$ cat config.mk
export PLATFORM = sky130hd
export DESIGN_NAME = fetch_if_id
export DESIGN_NICKNAME = d
export VERILOG_FILES = /design/src/rtl/fetch_if_id.sv
export SDC_FILE = /design/constraint.sdc
export NUM_CORES = 1
export LEC_CHECK = 0
export CAP_MARGIN = 30
export CORE_MARGIN = 4
export CORE_UTILIZATION = 38
export DETAILED_ROUTE_END_ITERATION = 10
export PLACE_DENSITY_LB_ADDON = 0.3
export SETUP_SLACK_MARGIN = 0.2
export SLEW_MARGIN = 10
export SYNTH_ARGS = -nofsm -noshare
export SYNTH_HDL_FRONTEND = slang
export SYNTH_SLANG_ARGS = --single-unit
$ cat constraint.sdc
create_clock -name clk -period 2.3 [get_ports clk]
set_input_delay 0.345 -clock clk [delete_from_list [all_inputs] [get_ports clk]]
set_output_delay 0.345 -clock clk [all_outputs]
set_load 0.01 [all_outputs]
$ cat src/rtl/fetch_if_id.sv
// fetch_if_id: PC/fetch stage with IF/ID register, skid buffer and redirect discard path
module fetch_if_id #(
  parameter logic [15:0] RESET_PC = 16'h0000,
  parameter logic [15:0] NOP_INS  = 16'h0800,
  parameter logic [4:0]  HALT_OP  = 5'b00000
) (
  input  logic        clk,
  input  logic        rst,
  input  logic        stall_decode,
  input  logic        flush_fetch,
  input  logic [15:0] redirect_pc,
  input  logic [15:0] imem_rdata,
  input  logic        imem_done,
  input  logic        imem_stall,
  output logic        imem_en,
  output logic [15:0] imem_addr,
  output logic [15:0] if_id_ins,
  output logic [15:0] if_id_pc_inc,
  output logic        if_id_valid,
  output logic        halted,
  output logic        align_err
);
  localparam logic [2:0] FETCH    = 3'd0;
  localparam logic [2:0] WAIT     = 3'd1;
  localparam logic [2:0] BUFFERED = 3'd2;
  localparam logic [2:0] DISCARD  = 3'd3;
  localparam logic [2:0] HALT     = 3'd4;
  logic [2:0]  state;
  logic [15:0] pc, pc_next, skid_ins, skid_pc;
  logic        busy, outstanding;
  assign pc_next     = pc + 16'd2;
  assign imem_en     = state == FETCH;
  assign imem_addr   = pc;
  assign halted      = state == HALT;
  assign busy        = state == FETCH || state == WAIT;
  // a request completing in the flush cycle is already retired, so nothing is left to discard
  assign outstanding = !imem_done && (state == WAIT || (state == FETCH && imem_stall));
  always_ff @(posedge clk) begin
    if (rst) begin
      state        <= FETCH;
      pc           <= RESET_PC;
      if_id_ins    <= NOP_INS;
      if_id_pc_inc <= RESET_PC;
      if_id_valid  <= 1'b0;
      align_err    <= 1'b0;
      skid_ins     <= NOP_INS;
      skid_pc      <= RESET_PC;
    end else if (flush_fetch) begin
      pc        <= redirect_pc;
      align_err <= align_err | redirect_pc[0];
      if (state == DISCARD) begin
        state <= imem_done ? FETCH : DISCARD;
      end else begin
        if_id_ins    <= NOP_INS;
        if_id_pc_inc <= redirect_pc;
        if_id_valid  <= 1'b0;
        state        <= outstanding ? DISCARD : FETCH;
      end
    end else if (busy && imem_done) begin
      pc <= pc_next;
      if (stall_decode) begin
        skid_ins <= imem_rdata;
        skid_pc  <= pc_next;
        state    <= BUFFERED;
      end else begin
        if_id_ins    <= imem_rdata;
        if_id_pc_inc <= pc_next;
        if_id_valid  <= 1'b1;
        state        <= imem_rdata[15:11] == HALT_OP ? HALT : FETCH;
      end
    end else if (state == FETCH && imem_stall) begin
      state <= WAIT;
    end else if (state == BUFFERED && !stall_decode) begin
      if_id_ins    <= skid_ins;
      if_id_pc_inc <= skid_pc;
      if_id_valid  <= 1'b1;
      state        <= skid_ins[15:11] == HALT_OP ? HALT : FETCH;
    end else if (state == DISCARD && imem_done) begin
      state <= FETCH;
    end
  end
endmodule

-- After elaboration in Yosys (flattened, before gate mapping)
Index checks and enable logic that the tools add are counted.
- flip-flop bits (word level): 85
- bits in latches: 0
- bits in writable memories: 0
- memory bits (read-only): 0
- logic and storage cells: 66
- memories kept: 0
- $add $sub $neg: 1
- $mul: 0
- div/mod/pow operators: 0
- magnitude comparators: 0
- equality and inequality tests: 7
- shifts and indexed selects: 0
- mux-type cells: 31
- bitwise operators: 2
- reduce and logical (&&, ||, !) cells: 17
- operators by type and width (cell ; number):
    two-way mux 16 bit ; 14
    two-way mux 3 bit ; 8
    adder 16 x 2 -> 16 bit, second input constant ; 1
    logical NOT 5 bit ; 2
    == test 3 x 2 -> 1 bit, second input constant ; 2
    two-way mux 1 bit ; 6
    two-way mux 2 bit ; 3
    inequality test 3 bit, second input constant ; 2
    logical AND 1 bit ; 5
    nonzero test 5 bit ; 1
    AND reduction 4 bit ; 1
    == test 3 x 1 -> 1 bit, second input constant ; 1
    == test 3 bit, second input constant ; 1
    logical NOT 3 bit ; 1
    AND reduction 3 bit ; 1
    nonzero test 3 bit ; 1
    logical NOT 1 bit ; 2
    logical OR 1 bit ; 2
    inequality test 2 bit, second input constant ; 1
    nonzero test 2 bit ; 1
    inverter 1 bit ; 1
    bitwise OR 1 bit ; 1

-- Logic depth before layout (Yosys ltp)
- depth after elaboration: 7
- depth in mapped cells: 8
- gate-level depth less buffers: 6

-- Least setup slack after synthesis
No wires, ideal clock.
- kind: reg-to-reg
- start: register pc[2], in the netlist imem_addr[2]
- end: register if_id_pc_inc[15]
- arrival time: 1.625 ns
- required time: 2.214 ns
- setup slack: 0.590 ns
- cell stages (with the launch flop): 7
- buffers on the path: 0
- period minus slack after synthesis: 1.710 ns
- cells stage by stage: dfxtp_1 -> ha_1 -> nand3_1 -> nor2_1 -> nand3_1 -> mux2_2 -> a211oi_1
- word-level cells in the longest chain between the ends: 4
- RTL lines (item ; RTL line ; RTL):
    start, declared ; 29 ; logic [15:0] pc, pc_next, skid_ins, skid_pc;
    start signal, assigned ; 49 ; pc <= redirect_pc;
    start signal, assigned ; 60 ; pc <= pc_next;
    adder 16 x 2 -> 16 bit ; 31 ; assign pc_next = pc + 16'd2;
    two-way mux 16 bit ; 61 ; if (stall_decode) begin
    two-way mux 16 bit ; 59 ; end else if (busy && imem_done) begin
    two-way mux 16 bit ; 48 ; end else if (flush_fetch) begin
    end signal, assigned ; 55 ; if_id_pc_inc <= redirect_pc;
    end signal, assigned ; 67 ; if_id_pc_inc <= pc_next;
    end signal, assigned ; 75 ; if_id_pc_inc <= skid_pc;
    end, declared ; 18 ; output logic [15:0] if_id_pc_inc,
Every way passes these cells. The select of a mux whose other input is x is not followed.
A chain may end at the register's enable or synchronous reset.

-- Final worst setup path
- start: register state[2]
- end: output port halted
- word-level cells in the longest chain between the ends: 1
- RTL lines (item ; RTL line ; RTL):
    start, declared ; 28 ; logic [2:0] state;
    start signal, assigned ; 52 ; state <= imem_done ? FETCH : DISCARD;
    start signal, assigned ; 57 ; state <= outstanding ? DISCARD : FETCH;
    start signal, assigned ; 69 ; state <= imem_rdata[15:11] == HALT_OP ? HALT : FETCH;
    == test 3 bit ; 34 ; assign halted = state == HALT;
    end, declared ; 20 ; output logic halted,
Every way passes these cells.

==> results.yml <==
worst_setup_path:
  path_class: "reg2out"
  worst-path-buf-inv: 1
  cp.required_ns: 1.96
  path_max_fanout: 11
  path_delay_family: "buffers and inverters"
  cp_cell_sequence: "nor3b_1 > clkdlybuf4s50_1"
  reg2reg_depth: 5
  critPathMaxStageDelay_ns: 0.57
  cp_data_arrival_time_ns: 1.63
  path_depth: 2
  endpoint_kind: "output port"
  crit_slowest_cell: "clkdlybuf4s50_1"
  start_kind: "register"
power_and_ir_drop:
  cellLeakagePower_nw: 1.907
  pwr_density_cell_mw_per_mm2: 677.1
  ir_drop_mv: 0.3880
final_layout:
  fin_util: 0.5323
  drive_above_1_share: 0.08696
  syn2layout_area_growth_pct: 34.40
  fin_nets: 632
  fillers: 928
  antenna_cells: 0
floorplan:
  rows: 36
  dieWidth_microns: 109.9
  io_pins: 90
  dieArea_sq_mm: 0.01207
  start_util: 0.3961
  coreArea_sq_mm: 0.009955
  die_h_microns: 109.9
synthesis:
  avgSynthCellArea_sq_um: 7.715
  synthCells: 511
  synth_warnings: 0
  netlist_area_sq_mm: 0.003943
  synth_fp_nets: 550
  synth-seq-cells: 85
  synth_top_area_frac: 0.4316
  ys_top_cells_by_count: "nand2_1, dfxtp_1, a21oi_1"
  ys_types: 51
  yosysMostFrequentCell: "nand2_1"
  synth_edf_count: 0
  yosys.area.top_type: "dfxtp_1"
  ys_seq_area_frac: 0.4316
  synthArstFlopShare: 0
  synth.area.top_cells: "dfxtp_1, nand2_1, a21oi_1, nor2_1, a211oi_1"
  synth_flop_cell: "dfxtp_1"
placed_design:
  place.gp.congestion: 0.8386
  hpwl_microns: 7660
  port_buffers: 89
clocking:
  ctsHoldBuffers: 0
  clk_latency_ns: 0.35
  cts_tree: "done"
  cts_buffers: 9
  cts.sinks: 85
  htreeDepth: 3
  cts_root_buf: "clkbuf_8"
  clockBufferDepth: 2
  clkTransAtPathRegs_ns: 0.08
timing:
  slew_headroom: 0.5867
  finClkSkew_ns: 0.008484
  finalCriticalPeriod_ns: 1.973
  fin_setup_tns_ns: 0
  maxClockFrequency_ghz: 0.5068
  finalSetupViolations: 0
  min_period_over_period: 0.8580
  slew_violations: 0
  hold_violations: 0
  worst_pin_slew_ns: 0.6199
  rsz0062_at_grt: "no"
  timing.hold.ws_ns: 0.4579
drt:
  firstDrtPassIters: 5
  vias: 3839
  via_per_inst: 5.252
  first_iter_violations: 190
  route.detailed.wl_per_inst_microns: 15.24
  wl_microns: 11140
  drc_errors: 0
  postRouteAntennaNets: 0
job:
  maxCapViolCount: 0
worst_hold_path:
  hold_class: "reg2reg"
  holdPathStages: 2
grt:
  grt_pass1_vias: 3711
  grt_max_degree: 40
  overflow: 0
  grt.total_usage: 0.1888
  antenna_found_initial: 0
  grt_pass1_wl_microns: 18090
outcome:
  outcome: "finished clean"
per-stage QoR:
step                      area [sq um]  std cells  power (mW)  setup WS (ns)
after detailed placement          5044        715       2.322         0.1047
after global routing              5299        731       3.740         0.2535
final                             5299        731       3.588         0.3267
after CTS                         5298        731       3.611         0.2791
after global placement            5044        715       2.312         0.1572
after floorplan                   3943        511       1.994         0.5897
cell families (layout without fill, tap and decap cells):
logic type | Yosys count | count (layout) | synth area share
and+or+nand+nor | 243 | 243 | 0.2774
AOI/OAI and AO/OA | 115 | 115 | 0.1838
DFF | 85 | 85 | 0.4316
buffers and inverters | 44 | 131 | 0.05141
xor gates and xnor gates | 19 | 19 | 0.04221
muxes | 4 | 4 | 0.01047
adders and majority gates | 1 | 1 | 0.003173
worst paths after layout:
path,slack (ns),to,from
min,0.46,skid_ins[0],skid_ins[0]
max,0.33,halted,state[2]
max reg2reg,0.46,if_id_ins[11],state[2]
min reg2reg,0.46,skid_ins[0],skid_ins[0]
report_power, final:
group | total (mW) | switching (mW) | internal (mW)
Sequential | 1.63 | 0.0775 | 1.56
Combinational | 0.655 | 0.334 | 0.321
Clock | 1.30 | 0.543 | 0.756
layout by cell type (no fill, tap or decap), types with 2 or more instances in the layout:
| cell | netlist | routed |
|---|---|---|
| nand2_1 | 129 | 129 |
| clkdlybuf4s50_1 | 0 | 88 |
| dfxtp_1 | 85 | 83 |
| a21oi_1 | 57 | 57 |
| nor2_1 | 53 | 52 |
| nand3_1 | 21 | 21 |
| a211oi_1 | 20 | 20 |
| buf_4 | 2 | 17 |
| nor3_1 | 16 | 15 |
| xor2_1 | 11 | 11 |
| clkbuf_8 | 0 | 10 |
| xnor2_1 | 8 | 8 |
| a311oi_1 | 8 | 8 |
| a22oi_1 | 5 | 5 |
| o21ai_0 | 5 | 5 |
| buf_12 | 0 | 5 |
| nand2b_1 | 4 | 4 |
| nor3_2 | 2 | 3 |
| inv_1 | 3 | 3 |
| a31oi_1 | 3 | 3 |
| mux2i_1 | 3 | 3 |
| o21a_1 | 3 | 3 |
| bufinv_16 | 0 | 3 |
| nand4_1 | 2 | 2 |
| nor4_2 | 2 | 2 |
| and2_1 | 2 | 2 |
| a222oi_1 | 2 | 2 |
| a221oi_1 | 2 | 2 |
| a21o_1 | 2 | 2 |
| nand3b_1 | 2 | 2 |
| dfxtp_2 | 0 | 2 |
registers in the layout, indices dropped and copies added, names as in the netlist:
signal	count
state	3
skid_ins	16
align_err	1
if_id_pc_inc	16
if_id_valid	1
skid_pc	16
imem_addr	16
if_id_ins	16
layout make-up:
| class | count | area [sq um] | area share |
|---|---|---|---|
| Multi-Input combinational cell | 382 | 2052 | 0.3872 |
| Clock inverter | 5 | 106.4 | 0.02007 |
| Sequential cell | 85 | 1704 | 0.3216 |
| Clock buffer | 11 | 141.4 | 0.02668 |
| Tap cell | 133 | 166.4 | 0.03141 |
| Inverter | 4 | 15.01 | 0.002834 |
| Timing Repair Buffer | 111 | 1114 | 0.2102 |
worst reg2reg max path, delay by kind of cell, from the launching register on:
kind            cells  cell delay, ns
compound gates      3            0.59
flops               1            0.49
simple gates        1            0.37
buf+inv             1            0.28
routing by layer:
| metal | track usage | wire length (microns) | share of wire |
|---|---|---|---|
| met1 | 0.2505 | 4885 | 0.44 |
| met2 | 0.3146 | 5396 | 0.48 |
| met3 | 0.02760 | 707 | 0.063 |
| met4 | 0.06055 | 155 | 0.014 |
| met5 | 0 | 0 | 0 |
what timing repair did:
item                       4_1_cts  5_1_grt
resized for setup                2        1
setup buffers                    0        0
pin swaps                        0        0
setup endpoints to repair        2        1
(Power assumes the default switching activity.)
